===== src/rtl/riscv_pkg.sv =====
// -----------------------------------------------------------------------------
// riscv_pkg
// Shared datapath constants and the writeback request type used by the
// register-file write arbiter and its result FIFO.
//   XLEN        datapath width
//   REG_ADDR_W  register index width (32 architectural registers)
//   wb_req_t    one register-file write: destination index plus data
// -----------------------------------------------------------------------------
package riscv_pkg;

    localparam int XLEN       = 32;
    localparam int REG_ADDR_W = 5;

    typedef struct packed {
        logic [REG_ADDR_W-1:0] addr;
        logic [XLEN-1:0]       data;
    } wb_req_t;

    // x0 is hardwired to zero; writes to it are architecturally discarded.
    function automatic logic is_x0(input logic [REG_ADDR_W-1:0] addr);
        return (addr == {REG_ADDR_W{1'b0}});
    endfunction

endpackage


===== src/rtl/regfile_wr_arbiter_wb_fifo.sv =====
// -----------------------------------------------------------------------------
// wb_fifo
// Small synchronous FIFO of wb_req_t entries holding multi-cycle results that
// are waiting for a free register-file write slot. The head entry is visible
// combinationally; pop consumes it at the clock edge.
// Ports:
//   clk, rst        clock, synchronous active-high reset (empties the FIFO)
//   push, push_req  enqueue push_req at the edge (caller never pushes when full)
//   pop             dequeue the head at the edge (caller never pops when empty)
//   head            current head entry (undefined content when empty)
//   full, empty     occupancy flags
// -----------------------------------------------------------------------------
module wb_fifo
    import riscv_pkg::*;
#(
    parameter int DEPTH = 2
) (
    input  logic    clk,
    input  logic    rst,
    input  logic    push,
    input  wb_req_t push_req,
    input  logic    pop,
    output wb_req_t head,
    output logic    full,
    output logic    empty
);

    localparam int AW = $clog2(DEPTH);

    wb_req_t         mem_r [DEPTH];
    logic [AW-1:0]   wr_ptr_r;
    logic [AW-1:0]   rd_ptr_r;
    logic [AW:0]     count_r;

    // Pointer and occupancy bookkeeping.
    always_ff @(posedge clk) begin
        if (rst) begin
            wr_ptr_r <= {AW{1'b0}};
            rd_ptr_r <= {AW{1'b0}};
            count_r  <= {(AW+1){1'b0}};
        end else begin
            if (push) begin
                wr_ptr_r <= wr_ptr_r + AW'(1);
            end
            if (pop) begin
                rd_ptr_r <= rd_ptr_r + AW'(1);
            end
            case ({push, pop})
                2'b10:   count_r <= count_r + (AW+1)'(1);
                2'b01:   count_r <= count_r - (AW+1)'(1);
                default: count_r <= count_r;
            endcase
        end
    end

    // Entry storage; content needs no reset because occupancy gates its use.
    always_ff @(posedge clk) begin
        if (push) begin
            mem_r[wr_ptr_r] <= push_req;
        end
    end

    assign head  = mem_r[rd_ptr_r];
    assign full  = (count_r == (AW+1)'(DEPTH));
    assign empty = (count_r == {(AW+1){1'b0}});

endmodule


===== src/rtl/regfile_wr_arbiter.sv =====
// -----------------------------------------------------------------------------
// regfile_wr_arbiter
// Owns the single register-file write port. The in-order writeback stage (W)
// always wins; multi-cycle (MUL/DIV) results arrive through a valid/ready
// handshake, are buffered in wb_fifo and written when W leaves the port free.
// A per-register pending scoreboard stalls decode on RAW/WAW hazards against
// outstanding multi-cycle ops, and a starvation counter requests a one-bubble
// pipeline hold when buffered results wait too long.
// XLEN comes from riscv_pkg.
// Configuration macro: RF_WR_BYPASS_EN -- when defined, an accepted result
// writes straight through in the same cycle if the FIFO is empty and W is idle
// (or writing x0). Undefined (default): every result goes through the FIFO.
// Ports:
//   clk, rst                          clock, synchronous active-high reset
//   i_result_W / _wr_addr_W / _wr_en_W writeback write request
//   i_mc_valid, o_mc_ready, i_mc_data, i_mc_addr   multi-cycle result handshake
//   i_issue_mc_en, i_issue_mc_addr    decode issues a multi-cycle op
//   i_rs1_addr_D, i_rs2_addr_D, i_rd_addr_D        decode hazard check
//   o_stall_D                         decode stall (combinational)
//   o_stall_req                       registered one-cycle bubble request
//   o_rf_wr_en, o_rf_wr_addr, o_rf_wr_data         register-file write port
// -----------------------------------------------------------------------------
module regfile_wr_arbiter
    import riscv_pkg::*;
#(
    parameter int FIFO_DEPTH   = 2,
    parameter int STARVE_LIMIT = 4
) (
    input  logic                  clk,
    input  logic                  rst,
    input  logic [XLEN-1:0]       i_result_W,
    input  logic [REG_ADDR_W-1:0] i_register_file_wr_addr_W,
    input  logic                  i_register_file_wr_en_W,
    input  logic                  i_mc_valid,
    output logic                  o_mc_ready,
    input  logic [XLEN-1:0]       i_mc_data,
    input  logic [REG_ADDR_W-1:0] i_mc_addr,
    input  logic                  i_issue_mc_en,
    input  logic [REG_ADDR_W-1:0] i_issue_mc_addr,
    input  logic [REG_ADDR_W-1:0] i_rs1_addr_D,
    input  logic [REG_ADDR_W-1:0] i_rs2_addr_D,
    input  logic [REG_ADDR_W-1:0] i_rd_addr_D,
    output logic                  o_stall_D,
    output logic                  o_stall_req,
    output logic                  o_rf_wr_en,
    output logic [REG_ADDR_W-1:0] o_rf_wr_addr,
    output logic [XLEN-1:0]       o_rf_wr_data
);

    localparam int NREG = 1 << REG_ADDR_W;
    localparam int CW   = $clog2(STARVE_LIMIT + 1);
    localparam logic [CW-1:0] LIMIT_C = CW'(STARVE_LIMIT);

    logic            w_win_s;
    logic            mc_ready_s;
    logic            fifo_full_s;
    logic            fifo_empty_s;
    logic            fifo_push_s;
    logic            fifo_pop_s;
    logic            bypass_s;
    wb_req_t         fifo_head_s;
    wb_req_t         mc_req_s;
    logic [NREG-1:0] pending_r;
    logic [NREG-1:0] pending_nxt_s;
    logic [NREG-1:0] clr_mask_s;
    logic [NREG-1:0] set_mask_s;
    logic [CW-1:0]   starve_cnt_r;
    logic [CW-1:0]   starve_cnt_nxt_s;
    logic            stall_req_r;

    assign mc_req_s = '{addr: i_mc_addr, data: i_mc_data};

    wb_fifo #(
        .DEPTH    (FIFO_DEPTH)
    ) u_wb_fifo (
        .clk      (clk),
        .rst      (rst),
        .push     (fifo_push_s),
        .push_req (mc_req_s),
        .pop      (fifo_pop_s),
        .head     (fifo_head_s),
        .full     (fifo_full_s),
        .empty    (fifo_empty_s)
    );

    // Port ownership: W (non-x0) first, then FIFO head, then optional bypass.
    // Ready depends only on the registered full flag, so a same-cycle pop
    // of a full FIFO does not raise it until the next cycle.
    always_comb begin
        w_win_s    = i_register_file_wr_en_W && !is_x0(i_register_file_wr_addr_W);
        mc_ready_s = !rst && !fifo_full_s;
        fifo_pop_s = !rst && !fifo_empty_s && !w_win_s;
`ifdef RF_WR_BYPASS_EN
        bypass_s   = !rst && fifo_empty_s && !w_win_s && i_mc_valid && mc_ready_s;
`else
        bypass_s   = 1'b0;
`endif
        fifo_push_s = i_mc_valid && mc_ready_s && !bypass_s;
    end

    // Register-file write mux; x0 destinations still consume their slot.
    always_comb begin
        o_rf_wr_en   = 1'b0;
        o_rf_wr_addr = {REG_ADDR_W{1'b0}};
        o_rf_wr_data = {XLEN{1'b0}};
        if (rst) begin
            o_rf_wr_en = 1'b0;
        end else if (w_win_s) begin
            o_rf_wr_en   = 1'b1;
            o_rf_wr_addr = i_register_file_wr_addr_W;
            o_rf_wr_data = i_result_W;
        end else if (fifo_pop_s) begin
            o_rf_wr_en   = !is_x0(fifo_head_s.addr);
            o_rf_wr_addr = fifo_head_s.addr;
            o_rf_wr_data = fifo_head_s.data;
        end else if (bypass_s) begin
            o_rf_wr_en   = !is_x0(i_mc_addr);
            o_rf_wr_addr = i_mc_addr;
            o_rf_wr_data = i_mc_data;
        end else begin
            o_rf_wr_en = 1'b0;
        end
    end

    // Scoreboard next state: set applied after clear so a same-register
    // issue keeps the bit pending; bit 0 is forced low.
    always_comb begin
        clr_mask_s = {NREG{1'b0}};
        set_mask_s = {NREG{1'b0}};
        if (fifo_pop_s) begin
            clr_mask_s[fifo_head_s.addr] = 1'b1;
        end else if (bypass_s) begin
            clr_mask_s[i_mc_addr] = 1'b1;
        end else begin
            clr_mask_s = {NREG{1'b0}};
        end
        if (i_issue_mc_en && !is_x0(i_issue_mc_addr)) begin
            set_mask_s[i_issue_mc_addr] = 1'b1;
        end else begin
            set_mask_s = {NREG{1'b0}};
        end
        pending_nxt_s = ((pending_r & ~clr_mask_s) | set_mask_s) & ~NREG'(1);
    end

    // Starvation counter: counts undrained non-empty cycles, saturating.
    always_comb begin
        starve_cnt_nxt_s = starve_cnt_r;
        if (fifo_empty_s || fifo_pop_s) begin
            starve_cnt_nxt_s = {CW{1'b0}};
        end else if (starve_cnt_r != LIMIT_C) begin
            starve_cnt_nxt_s = starve_cnt_r + CW'(1);
        end else begin
            starve_cnt_nxt_s = starve_cnt_r;
        end
    end

    // State registers. The bubble request is a single-cycle pulse; while the
    // counter stays saturated it re-fires every other cycle.
    always_ff @(posedge clk) begin
        if (rst) begin
            pending_r    <= {NREG{1'b0}};
            starve_cnt_r <= {CW{1'b0}};
            stall_req_r  <= 1'b0;
        end else begin
            pending_r    <= pending_nxt_s;
            starve_cnt_r <= starve_cnt_nxt_s;
            stall_req_r  <= (starve_cnt_nxt_s == LIMIT_C) && !stall_req_r;
        end
    end

    assign o_mc_ready  = mc_ready_s;
    assign o_stall_req = stall_req_r;
    assign o_stall_D   = !rst && (pending_r[i_rs1_addr_D] |
                                  pending_r[i_rs2_addr_D] |
                                  pending_r[i_rd_addr_D]);

endmodule


===== config.mk =====
export PLATFORM = sky130hd
export DESIGN_NAME = regfile_wr_arbiter
export DESIGN_NICKNAME = d
export VERILOG_FILES = /design/src/rtl/riscv_pkg.sv /design/src/rtl/regfile_wr_arbiter_wb_fifo.sv /design/src/rtl/regfile_wr_arbiter.sv
export SDC_FILE = /design/constraint.sdc
export NUM_CORES = 1
export LEC_CHECK = 0
export ABC_CLOCK_PERIOD_IN_PS = 4700
export CAP_MARGIN = 20
export CORE_MARGIN = 5
export CORE_UTILIZATION = 40
export DETAILED_ROUTE_END_ITERATION = 6
export PLACE_DENSITY_LB_ADDON = 0.3
export SYNTH_ARGS = -nofsm -noshare
export SYNTH_HDL_FRONTEND = slang
export SYNTH_SLANG_ARGS = --single-unit

===== constraint.sdc =====
create_clock -name clk -period 4.7 [get_ports clk]
set_clock_uncertainty 0.2 [all_clocks]
set_input_delay 0.94 -clock clk [delete_from_list [all_inputs] [get_ports clk]]
set_output_delay 0.94 -clock clk [all_outputs]
set_load 0.005 [all_outputs]

Yosys cells after proc, flatten, opt, wreduce, memory -nomap -nowiden
Memories as Yosys holds them, arrays and structs flattened. A register that Yosys moved wholly into a read port is not among the register bits.
Cells that the tools add are included.
{"block": "classes", "n_reduce_logical": 24, "addsub": 5, "eq_ne": 5, "n_lt_le_gt_ge": 7, "bitwise": 5, "n_mux": 28}
{"operator": "32-bit 2-to-1 mux", "count": 5}
{"operator": "32-bit bitwise AND", "count": 1}
{"operator": "32-bit inverter", "count": 1}
{"operator": "32-bit bitwise OR", "count": 1}
{"operator": "5-bit by 6-bit < comparator with 1-bit output (second input constant)", "count": 5}
{"operator": "1-bit binary-select mux with 5-bit select", "count": 3}
{"operator": "5-bit zero test", "count": 3}
{"operator": "5-bit 2-to-1 mux", "count": 3}
{"operator": "1-bit 2-to-1 mux", "count": 12}
{"operator": "1-bit demux with 5-bit select", "count": 2}
{"operator": "5-bit by 1-bit >= comparator with 1-bit output (second input constant)", "count": 2}
{"operator": "1-bit logical AND", "count": 10}
{"operator": "1-bit zero test", "count": 8}
{"operator": "3-bit 2-to-1 mux", "count": 2}
{"operator": "2-bit equality test (second input constant)", "count": 2}
{"operator": "2-bit case mux with 2 select lines", "count": 1}
{"operator": "3-bit by 1-bit adder with 3-bit output (second input constant)", "count": 1}
{"operator": "3-bit equality test (second input constant)", "count": 1}
{"operator": "3-bit inequality test (second input constant)", "count": 1}
{"operator": "1-bit adder (second input constant)", "count": 2}
{"operator": "2-bit by 1-bit adder with 2-bit output (second input constant)", "count": 1}
{"operator": "2-bit by 1-bit equality test with 1-bit output (second input constant)", "count": 1}
{"operator": "2-bit zero test", "count": 1}
{"operator": "1-bit bitwise OR", "count": 2}
{"operator": "3 further kinds", "count": 3}
{"block": "totals", "ff_bits": 40, "mem_bits_rw": 74, "mem_count": 1, "input_bits": 99, "wordCells": 82}
{"memory": "u_wb_fifo.mem_r", "words": 2, "width": 37, "rd": 1, "rd_ports_with_merged_regs": 1, "wr": 1, "line_no": "regfile_wr_arbiter_wb_fifo.sv:30", "source": "wb_req_t mem_r [DEPTH];"}

Logic depth before layout (Yosys ltp)
{"block": "depth", "depth_word": 9, "ltp_mapped": 7, "depth_no_buf": 5}

Cells and area by module
From an unflattened synthesis, not the netlist that was laid out.
{"block": "unflattened", "hier_cells": 469, "hier_area_um2": 5652.9}
{"module": "wb_fifo", "cells_each": 137, "area_per_inst_um2": 2871.5, "seq_area_each_um2": 2322.2, "instances": 1}
{"module": "regfile_wr_arbiter", "cells_each": 332, "area_per_inst_um2": 2781.4, "seq_area_each_um2": 700.7, "instances": 1}

Worst setup path after synthesis
Ideal clock, no wire load.
{"block": "synth_timing", "kind": "in2reg", "from": "input port rst", "to": "memory u_wb_fifo.mem_r[0][0] (netlist name), enable pin", "required_ps": 4069, "path_slack_ps": 1127, "arrival_ps": 2941, "stages": 4, "setup_time_ps": 431, "n_path_buf": 1, "path_cell_list": "clkbuf_1 > nor2_1 > nand2_1 > nor2_1"}
{"block": "synth_between", "elab_chain_len": 5}
{"element": "from (decl)", "line_no": "regfile_wr_arbiter.sv:30", "source": "input logic rst,"}
{"element": "1-bit zero test", "line_no": "regfile_wr_arbiter.sv:91", "source": "mc_ready_s = !rst && !fifo_full_s;"}
{"element": "1-bit logical AND", "line_no": "regfile_wr_arbiter.sv:91"}
{"element": "named net o_mc_ready", "line_no": "regfile_wr_arbiter.sv:35", "source": "output logic o_mc_ready,"}
{"element": "1-bit logical AND", "line_no": "regfile_wr_arbiter.sv:98", "source": "fifo_push_s = i_mc_valid && mc_ready_s && !bypass_s;"}
{"element": "1-bit 2-to-1 mux", "line_no": "regfile_wr_arbiter_wb_fifo.sv:58", "source": "if (push) begin"}
{"element": "1-bit 2-to-1 mux (not written as such)", "line_no": "regfile_wr_arbiter_wb_fifo.sv:59", "source": "mem_r[wr_ptr_r] <= push_req;"}
{"element": "to (decl)", "line_no": "regfile_wr_arbiter_wb_fifo.sv:30"}
The timed path passes the listed nets, and every way through them passes these cells.

Worst setup path after layout
{"block": "layout_timing", "from": "input port i_register_file_wr_addr_W[0]", "to": "output port o_rf_wr_data[1]"}
{"block": "layout_between", "elab_chain_len": 8}
{"element": "from (decl)", "line_no": "regfile_wr_arbiter.sv:32", "source": "input logic [REG_ADDR_W-1:0] i_register_file_wr_addr_W,"}
{"element": "5-bit zero test *", "line_no": "riscv_pkg.sv:21", "source": "return (addr == {REG_ADDR_W{1'b0}});"}
{"element": "1-bit zero test *", "line_no": "regfile_wr_arbiter.sv:90", "source": "w_win_s = i_register_file_wr_en_W && !is_x0(i_register_file_wr_addr_W);"}
{"element": "1-bit logical AND *", "line_no": "regfile_wr_arbiter.sv:90"}
{"element": "1-bit zero test", "line_no": "regfile_wr_arbiter.sv:92", "source": "fifo_pop_s = !rst && !fifo_empty_s && !w_win_s;"}
{"element": "1-bit logical AND", "line_no": "regfile_wr_arbiter.sv:92"}
{"element": "32-bit 2-to-1 mux", "line_no": "regfile_wr_arbiter.sv:112", "source": "end else if (fifo_pop_s) begin"}
{"element": "32-bit 2-to-1 mux *", "line_no": "regfile_wr_arbiter.sv:108", "source": "end else if (w_win_s) begin"}
{"element": "32-bit 2-to-1 mux *", "line_no": "regfile_wr_arbiter.sv:106", "source": "if (rst) begin"}
{"element": "to (decl)", "line_no": "regfile_wr_arbiter.sv:47", "source": "output logic [XLEN-1:0] o_rf_wr_data"}
Mark *: on every way between the ends. The rest lies on a longest branch, timed or not.

==> impl_metrics.tcl <==
set metrics [dict create \
    drc 0 \
    critPathLaunch "i_register_file_wr_addr_W[0]" \
    die-area_mm2 0.0172 \
    drive_gt1_share_pct 11.8 \
    grt_setup_unrepaired "false" \
    ys_warn_count 0 \
    arrival_ps 3390 \
    post-place-cells 856 \
    tightest_slew_ps 921 \
    io_pins 140 \
    slew_headroom_pct 38.6 \
    drtIter0Drc 388 \
    placed_cell_area_mm2 0.00741 \
    min_path_type "register to register" \
    status "finished, final reports clean" \
    finalNonFillerCells 888 \
    design_area_mm2 0.00805 \
    final.setup.tns_ps 0 \
    hpwl_mm 11.4 \
    ys_types 50 \
    pre_cts_ws_ps 196 \
    p_per_area_mw_per_mm2 353 \
    cts.repair.resized 0 \
    first_pass_iters 5 \
    cts_max_path_buffers 2 \
    holdBufCountCts 0 \
    ant_nets 0 \
    yosysSeqAreaShare_pct 51.4 \
    syn_avg_cell_area_um2 10.5 \
    die-width_um 131 \
    synth_top_area_cell "edfxtp_1" \
    netlist_area_mm2 0.00588 \
    power_w 0.00284 \
    clk_latency_ps 400 \
    clock_sinks 114 \
    crit_fanout 62 \
    grt.total_usage_pct 18.1 \
    final_nets 792 \
    wl_per_cell_um 18.0 \
    antenna_found_initial 0 \
    initial_core_util_pct 40.6 \
    cp-start-kind "input pin" \
    synthTopCellsByCount "74 x edfxtp_1, 68 x a21oi_1, 58 x nor2_1" \
    cts_max_level 4 \
    cts_root_buffer "clkbuf_16" \
    async_flop_share_pct 0 \
    peakVddDrop_uv 241 \
    grt_pass1_wl_mm 25.7 \
    finalCriticalPeriod_ps 4530 \
    setup_ws_ps 174 \
    io_buffers 139 \
    wl_mm 16.0 \
    path_clk_slew_ps 50 \
    cts_tree "yes" \
    slew_viol_final 0 \
    fmax_mhz 221 \
    rows 44 \
    crit_required_ps 3560 \
    timing.final.hold_violations 0 \
    post-cts-setup-buffers 0 \
    grt_max_degree 63 \
    die_h_um 131 \
    synth_edf_count 74 \
    synthCells 558 \
    synth.most_common_cell "edfxtp_1" \
    routed-via-count 4877 \
    numCtsBuffers 17 \
    antenna_cells 0 \
    crit_type "input pin to primary output" \
    avgViaCountPerCell 5.49 \
    p_leak_nw 2.63 \
    ys_top_cells_by_area "edfxtp_1 38%, dfxtp_1 14%, mux2i_1 7.7%" \
    max_cap_violations 0 \
    setup_viol_count_final 0 \
    core_mm2 0.0145 \
    endpoint_kind "primary output" \
    area_growth_pct 36.8 \
    min_from "pending_r[3]" \
    grt_pass1_vias 5136 \
    syn_nets 659 \
    synth_seq_cells 114 \
    synth_ff_type "edfxtp_1" \
    yosysTopAreaCellShare_pct 37.8 \
    gr-total-overflow 0 \
    gp_congestion 0.868 \
    period_share_pct 96.3 \
]
[final timing paths]
path / slack, ps / end / cells after the start
worst max-delay path: 170 / o_rf_wr_data[1] / 8
worst min-delay path: 320 / pending_r[3] / 2
worst max register to register: 2440 / pending_r[30] / 4
worst min register to register: 320 / pending_r[3] / 2
[where the power goes]
group	switching (W)	internal, W
logic	0.000169	0.000179
clock network	0.000441	0.000933
registers	0.0000163	0.00110
total	0.000627	0.00221
[critical path, stage by stage]
cell             delay [ps]
clkdlybuf4s50_1         420
or4_4                   550
o21a_2                  260
buf_12                  200
nor3_1                  290
a21oi_1                  70
nor2_1                  100
clkdlybuf4s50_1         510
[through the flow]
stage | hold slack, ps | utilization, %
finish | 318 | 55.6
global route | 339 | 55.6
CTS | 312 | 55.6
detailed placement | 303 | 51.2
global placement | 282 | 51.2
floorplan | 269 | -
[registers in the layout, summed over array words and instances (netlist names), named ones only]
name / count
starve_cnt_r: 3
u_wb_fifo.rd_ptr_r: 1
u_wb_fifo.count_r: 2
u_wb_fifo.mem_r: 74
o_stall_req: 1
u_wb_fifo.wr_ptr_r: 1
pending_r: 31
[layer usage]
metal | part of all wire [%] | track usage [%]
met5 | 0 | 0
met4 | 1.6 | 6.06
met3 | 7.6 | 6.27
met2 | 48 | 29.9
met1 | 43 | 22.3
[layout make-up]
| type | instances | area, um2 |
|---|---|---|
| Clock inverter | 15 | 215 |
| Inverter | 4 | 15.0 |
| Fill cell | 1255 | 6430 |
| Tap cell | 184 | 230 |
| Multi-Input combinational cell | 403 | 2640 |
| Timing Repair Buffer | 151 | 1500 |
| Sequential cell | 114 | 3020 |
| Clock buffer | 17 | 425 |
[logic make-up (layout without fill, tap and decap cells)]
| logic type | count (synthesis) | in the layout | synth area share (%) |
|---|---|---|---|
| muxes | 70 | 70 | 14.9 |
| and+or+nand+nor | 198 | 198 | 16.2 |
| adders and majority gates | 2 | 2 | 0.425 |
| buffers and inverters | 41 | 187 | 4.00 |
| AOI/OAI and AO/OA | 130 | 130 | 12.6 |
| DFF | 114 | 114 | 51.4 |
| xor gates and xnor gates | 3 | 3 | 0.447 |
[placed cells by master, fill, tap and decap left out, types with 3 or more instances in the layout]
master and n:
nor3_1 33, o21ai_0 33, nor3_2 6, dfxtp_1 39, clkbuf_16 17, clkinvlp_4 7
nand3_1 5, nand2b_1 7, edfxtp_1 74, nand3b_1 3, clkdlybuf4s50_1 138, mux4_2 13
bufinv_16 5, o211ai_1 3, buf_4 10, mux2i_1 45, nor2b_1 15, inv_1 4
a211oi_1 3, a21oi_1 68, nand2_1 56, nor2_1 56, mux2_2 12, a2111oi_0 5
nor4_1 4
(Power assumes the default switching activity.)
